[src/rtl/sseg_scan_driver.sv]
// sseg_scan_driver
// Time-multiplexed seven-segment driver. Digit codes and decimal points are
// captured into a shadow register on `load`. A prescaler steps through the
// digits, and each digit is decoded (decimal or hex) with optional
// leading-zero blanking. Each slot starts with a dead time during which all
// anodes are off, to prevent ghosting. All outputs are registered, and pin
// polarity is applied in those output registers.
//
// Handshake: there is no valid/ready pair. `load` is a single-cycle strobe
// that is always accepted; the shadow register updates on that same edge.
module sseg_scan_driver #(
    parameter int NDIG           = 4,
    parameter int REFRESH_DIV    = 50000,
    parameter int BLANK_CYC      = 2,
    parameter int SEG_ACTIVE_LOW = 0,
    parameter int AN_ACTIVE_LOW  = 1,
    localparam int IDX_W         = (NDIG > 1) ? $clog2(NDIG) : 1
) (
    input  logic                clk,
    input  logic                rst_n,
    input  logic [4*NDIG-1:0]   digits,
    input  logic [NDIG-1:0]     dp_in,
    input  logic                load,
    input  logic                hex_en,
    input  logic                lz_blank,
    output logic [6:0]          sseg,
    output logic                dp,
    output logic [NDIG-1:0]     an,
    output logic [IDX_W-1:0]    scan_idx
);

    localparam int CNT_W = $clog2(REFRESH_DIV);

    // Pin-level "off" patterns at the configured polarity
    localparam logic [6:0]      SEG_OFF = (SEG_ACTIVE_LOW != 0) ? 7'h7f : 7'h00;
    localparam logic            DP_OFF  = (SEG_ACTIVE_LOW != 0);
    localparam logic [NDIG-1:0] AN_OFF  = (AN_ACTIVE_LOW != 0) ? {NDIG{1'b1}} : {NDIG{1'b0}};

    logic [4*NDIG-1:0] shadow_dig_q, shadow_dig_d;
    logic [NDIG-1:0]   shadow_dp_q, shadow_dp_d;
    logic [CNT_W-1:0]  cnt_q, cnt_d;
    logic [IDX_W-1:0]  idx_q, idx_d;
    logic [6:0]        sseg_q, sseg_d;
    logic              dp_q, dp_d;
    logic [NDIG-1:0]   an_q, an_d;
    logic [IDX_W-1:0]  scan_idx_q, scan_idx_d;

    logic [3:0]        cur_code;
    logic              cur_dp;
    logic              upper_nz;
    logic              blank;
    logic [6:0]        seg_raw;
    logic [6:0]        seg_lit;
    logic [NDIG-1:0]   an_lit;

    // Shadow capture, prescaler and digit index advance
    always_comb begin
        shadow_dig_d = shadow_dig_q;
        shadow_dp_d  = shadow_dp_q;
        cnt_d        = cnt_q + CNT_W'(1);
        idx_d        = idx_q;
        if (load) begin
            shadow_dig_d = digits;
            shadow_dp_d  = dp_in;
        end
        if (cnt_q == CNT_W'(REFRESH_DIV - 1)) begin
            cnt_d = '0;
            if (idx_q == IDX_W'(NDIG - 1)) begin
                idx_d = '0;
            end else begin
                idx_d = idx_q + IDX_W'(1);
            end
        end
    end

    // Select the current digit; blank it if it and every digit above it are zero
    always_comb begin
        cur_code = 4'd0;
        cur_dp   = 1'b0;
        upper_nz = 1'b0;
        for (int i = 0; i < NDIG; i++) begin
            if (idx_q == IDX_W'(i)) begin
                cur_code = shadow_dig_q[4*i +: 4];
                cur_dp   = shadow_dp_q[i];
            end
            if ((IDX_W'(i) >= idx_q) && (shadow_dig_q[4*i +: 4] != 4'd0)) begin
                upper_nz = 1'b1;
            end
        end
        blank = lz_blank && (idx_q != '0) && !upper_nz;
    end

    // Segment decode (bit6 = a ... bit0 = g); codes 10..15 go dark unless hex_en is set
    always_comb begin
        seg_raw = 7'b0000000;
        case (cur_code)
            4'd0:  seg_raw = 7'b1111110;
            4'd1:  seg_raw = 7'b0110000;
            4'd2:  seg_raw = 7'b1101101;
            4'd3:  seg_raw = 7'b1111001;
            4'd4:  seg_raw = 7'b0110011;
            4'd5:  seg_raw = 7'b1011011;
            4'd6:  seg_raw = 7'b1011111;
            4'd7:  seg_raw = 7'b1110000;
            4'd8:  seg_raw = 7'b1111111;
            4'd9:  seg_raw = 7'b1111011;
            4'd10: seg_raw = hex_en ? 7'b1110111 : 7'b0000000;
            4'd11: seg_raw = hex_en ? 7'b0011111 : 7'b0000000;
            4'd12: seg_raw = hex_en ? 7'b1001110 : 7'b0000000;
            4'd13: seg_raw = hex_en ? 7'b0111101 : 7'b0000000;
            4'd14: seg_raw = hex_en ? 7'b1001111 : 7'b0000000;
            4'd15: seg_raw = hex_en ? 7'b1000111 : 7'b0000000;
            default: seg_raw = 7'b0000000;
        endcase
    end

    // Anode selection with dead time, and polarity applied to the output register inputs
    always_comb begin
        an_lit = '0;
        if (!(cnt_q < CNT_W'(BLANK_CYC))) begin
            for (int i = 0; i < NDIG; i++) begin
                if (idx_q == IDX_W'(i)) begin
                    an_lit[i] = 1'b1;
                end
            end
        end
        seg_lit    = blank ? 7'b0000000 : seg_raw;
        sseg_d     = seg_lit ^ {7{(SEG_ACTIVE_LOW != 0)}};
        dp_d       = (cur_dp && !blank) ^ (SEG_ACTIVE_LOW != 0);
        an_d       = an_lit ^ {NDIG{(AN_ACTIVE_LOW != 0)}};
        scan_idx_d = idx_q;
    end

    // State and output registers, synchronous active-low reset
    always_ff @(posedge clk) begin
        if (!rst_n) begin
            shadow_dig_q <= '0;
            shadow_dp_q  <= '0;
            cnt_q        <= '0;
            idx_q        <= '0;
            sseg_q       <= SEG_OFF;
            dp_q         <= DP_OFF;
            an_q         <= AN_OFF;
            scan_idx_q   <= '0;
        end else begin
            shadow_dig_q <= shadow_dig_d;
            shadow_dp_q  <= shadow_dp_d;
            cnt_q        <= cnt_d;
            idx_q        <= idx_d;
            sseg_q       <= sseg_d;
            dp_q         <= dp_d;
            an_q         <= an_d;
            scan_idx_q   <= scan_idx_d;
        end
    end

    assign sseg     = sseg_q;
    assign dp       = dp_q;
    assign an       = an_q;
    assign scan_idx = scan_idx_q;

endmodule

[config.mk]
export PLATFORM = sky130hd
export DESIGN_NAME = sseg_scan_driver
export DESIGN_NICKNAME = d
export VERILOG_FILES = /design/src/rtl/sseg_scan_driver.sv
export SDC_FILE = /design/constraint.sdc
export NUM_CORES = 1
export LEC_CHECK = 0
export CORE_UTILIZATION = 57
export DETAILED_ROUTE_END_ITERATION = 10
export PLACE_DENSITY_LB_ADDON = 0.15
export SLEW_MARGIN = 20
export SYNTH_ARGS = -nofsm -noshare
export SYNTH_HDL_FRONTEND = slang
export SYNTH_SLANG_ARGS = --single-unit
[constraint.sdc]
create_clock -name clk -period 4.9 [get_ports clk]
set_clock_uncertainty 0.1 [all_clocks]
set_input_delay 0.49 -clock clk [delete_from_list [all_inputs] [get_ports clk]]
set_output_delay 0.49 -clock clk [all_outputs]
set_load 0.01 [all_outputs]
==> results.md <==
- Status: complete, no violations
- EDFF count, synth: 0
- Post-synth cell types: 44
- Crit-path slowest cell: a211oi_1
- Synth top area cells: dfxtp_1, mux2i_1, nor2_1
- Layout area overhead: 19.1%
- Antenna Cells: 0
- DRC: 0
- Total GRT Usage: 25.5%
- Mapped Area: ~2400 um^2
- CTS tree: built
- Critical Path End Type: register
- Post-CTS setup buffer count: 0
- Arrival @ worst endpoint: approximately 2.7 ns
- Share of layout cells above drive strength 1: ~6.5%
- Fin Setup TNS: 0 ns
- Max Freq: ~380 MHz
- Most used flip-flop cell after synthesis: dfxtp_1
- Clk_lat worst skew: 0.31 ns
- CTS Root Cell: clkbuf_8
- Post-Synthesis Cells: approximately 260
- CTS Hold Bufs: 0
- Area leader, netlist: dfxtp_1
- Worst path required time: 4.98 ns
- Slowest stage delay, CP: 0.63 ns
- Starting density of the core: 59.8%
- Final instance area: 2870 um^2
- Iteration count of the initial detailed-routing pass: 4
- Syn Area/Cell: 9.33 um^2
- Critical-path maximum fanout: 12
- Final net count: roughly 320
- Ports: 39
- Die width: between 60 and 70 um
- Initial antenna violation count: 0
- Most common cell in the synthesized netlist: dfxtp_1
- DRT antenna net count: 0
- Routed WL: 5070 um
- Min-delay worst type: reg2reg
- PostCTS Resize Cnt: 0
- Cell Pwr Density: between 200 and 300 nW/um^2
- Hpwl dp: 3550 um
- Cells along the critical path: inv_1, ha_1, a211oi_1, a211o_1, o21ai_0, a222oi_1, nor2_1
- Number of vias in the routed layout: 1953
- Syn nets: 289
- Port-buffer cells: 38
- RD Place Congestion: 0.831
- First-pass GRT wire length: 8370 um
- Synth warnings: 0
- Slew of the pin with the lowest slew margin: 0.695 ns
- CP Class: reg2reg
- CP Launch Type: register
- Grt ovf: 0
- Largest net degree at the start of global routing: 27
- Yosys reg bits: 52
- Hold Vio Cnt, Final: 0
- DRT iter0 DRCs: 241
- Max-Cap Viols: 0
- Fill count: ~330
- RSZ-0062 raised after global routing: no
- Min Tclk post-route: between 2 and 3 ns
- Max clock buf depth: 2
- Vias per Instance: roughly 5.7
- Clock slew at reported path FFs: 0.10 ns
- Slew Viols, Final: 0
- Final cycle utilization of the critical path: 53.3%
- Tot Pwr: a little over 0.8 mW
- Vias in the first global route: 1732
- Slew margin rel.: 53.4%
- Max IR drop VDD: about 0.19 mV
- Register area share after synthesis: 43.2%
- Asr flop ratio synth: 0%
- Placed inst area: 2780 um^2
- Chip height: 67.0 um
- Commonest cells in the synthesized netlist: dfxtp_1, nor2_1, mux2i_1
- Core Box Area: between 4000 and 5000 um^2
- CTS Buf Count: 5
- LEAKAGE: 1.13 nW
- Final Setup Violations: 0
- Post-synth top area share: 43.2%
- Die ar.: 4490 um^2
- H-Tree Depth: 2
- Sinks on the clock net: 52
- Routed len/inst: between 10 and 15 um
- FP Rows: 23
## power breakdown
part	switching (mW)	internal, mW
Clock	0.146	0.102
Combinational	0.0494	0.0556
Sequential	0.0118	0.441
Total	0.207	0.599
## layer usage
metal	part of all wire [%]	vias up	track usage [%]
li1	-	973	-
met1	51	895	36.4
met2	41	71	35.7
met3	5.7	14	6.34
met4	2.3	0	10.9
met5	0	-	0
## layout make-up
cell class	instances	area (um^2)	share of cell area [%]
Clock buffer	6	72.6	2.53
Clock inverter	2	16.3	0.567
Inverter	4	15.0	0.524
Multi-Input combinational cell	191	1280	44.8
Sequential cell	52	1040	36.3
Tap cell	50	62.6	2.18
Timing Repair Buffer	38	375	13.1
## through the flow
| stage | util [%] | hold slack, ns | setup WS, ns | cells |
|---|---|---|---|---|
| after floorplan | - | 0.313 | 2.83 | 258 |
| after global placement | 69.1 | 0.335 | 2.46 | 335 |
| after detailed placement | 69.1 | 0.341 | 2.39 | 335 |
| after CTS | 71.3 | 0.356 | 2.33 | 343 |
| after global routing | 71.1 | 0.396 | 2.14 | 343 |
| final | 71.1 | 0.357 | 2.29 | 343 |
## flip-flops by register name (all words and copies together) (netlist names)
signal,count
idx_q,2
shadow_dig_q,16
sseg,7
scan_idx,2
an,4
dp,1
shadow_dp_q,4
cnt_q,16
## cells by family after synthesis
group	Yosys count	synth area share [%]
AND/OR/NAND/NOR	110	22.9
flip-flops	52	43.2
buffers and inverters	15	3.43
XOR/XNOR	15	5.46
AO/OA/AOI/OAI	39	13.1
multiplexers	21	8.73
adder cells (fa/ha/maj)	6	3.12
## layout by cell type (no fill, tap or decap), drive strengths merged
cell and count:
a211oi 8, and2b 1, nor3b 4, a211o 4
nand4 4, xor2 11, a222oi 1, mux2i 21
or3 1, o2111ai 1, xnor2 4, nor4 6
inv 3, nand3b 6, nand2b 2, a22oi 1
clkbuf 6, and3 2, nor2 49, ha 6
nand2 14, clkinvlp 1, a221oi 2, nor2b 6
buf 1, nand3 9, a31oi 2, a21oi 5
nor3 2, clkdlybuf4s50 37, a41oi 1, o211ai 2
clkinv 2, and2 1, o21ai 9, and4 3
o22ai 3, dfxtp 52
## critical path: cells and delay by family (launching register included)
| kind | cells | cell delay, ns |
|---|---|---|
| AO/OA/AOI/OAI | 4 | 1.41 |
| adder cells (fa/ha/maj) | 1 | 0.34 |
| flip-flops | 1 | 0.44 |
| AND/OR/NAND/NOR | 1 | 0.07 |
| buffers and inverters | 1 | 0.11 |
## worst paths after layout
| kind | from | end | slack, ns | cells past startpoint |
|---|---|---|---|---|
| min | cnt_q[0] | cnt_q[0] | 0.36 | 1 |
| max reg2reg | idx_q[1] | sseg[6] | 2.29 | 7 |
| max | idx_q[1] | sseg[6] | 2.29 | 7 |
| min reg2reg | cnt_q[0] | cnt_q[0] | 0.36 | 1 |
No activity file was read; power rests on OpenSTA's default activity.
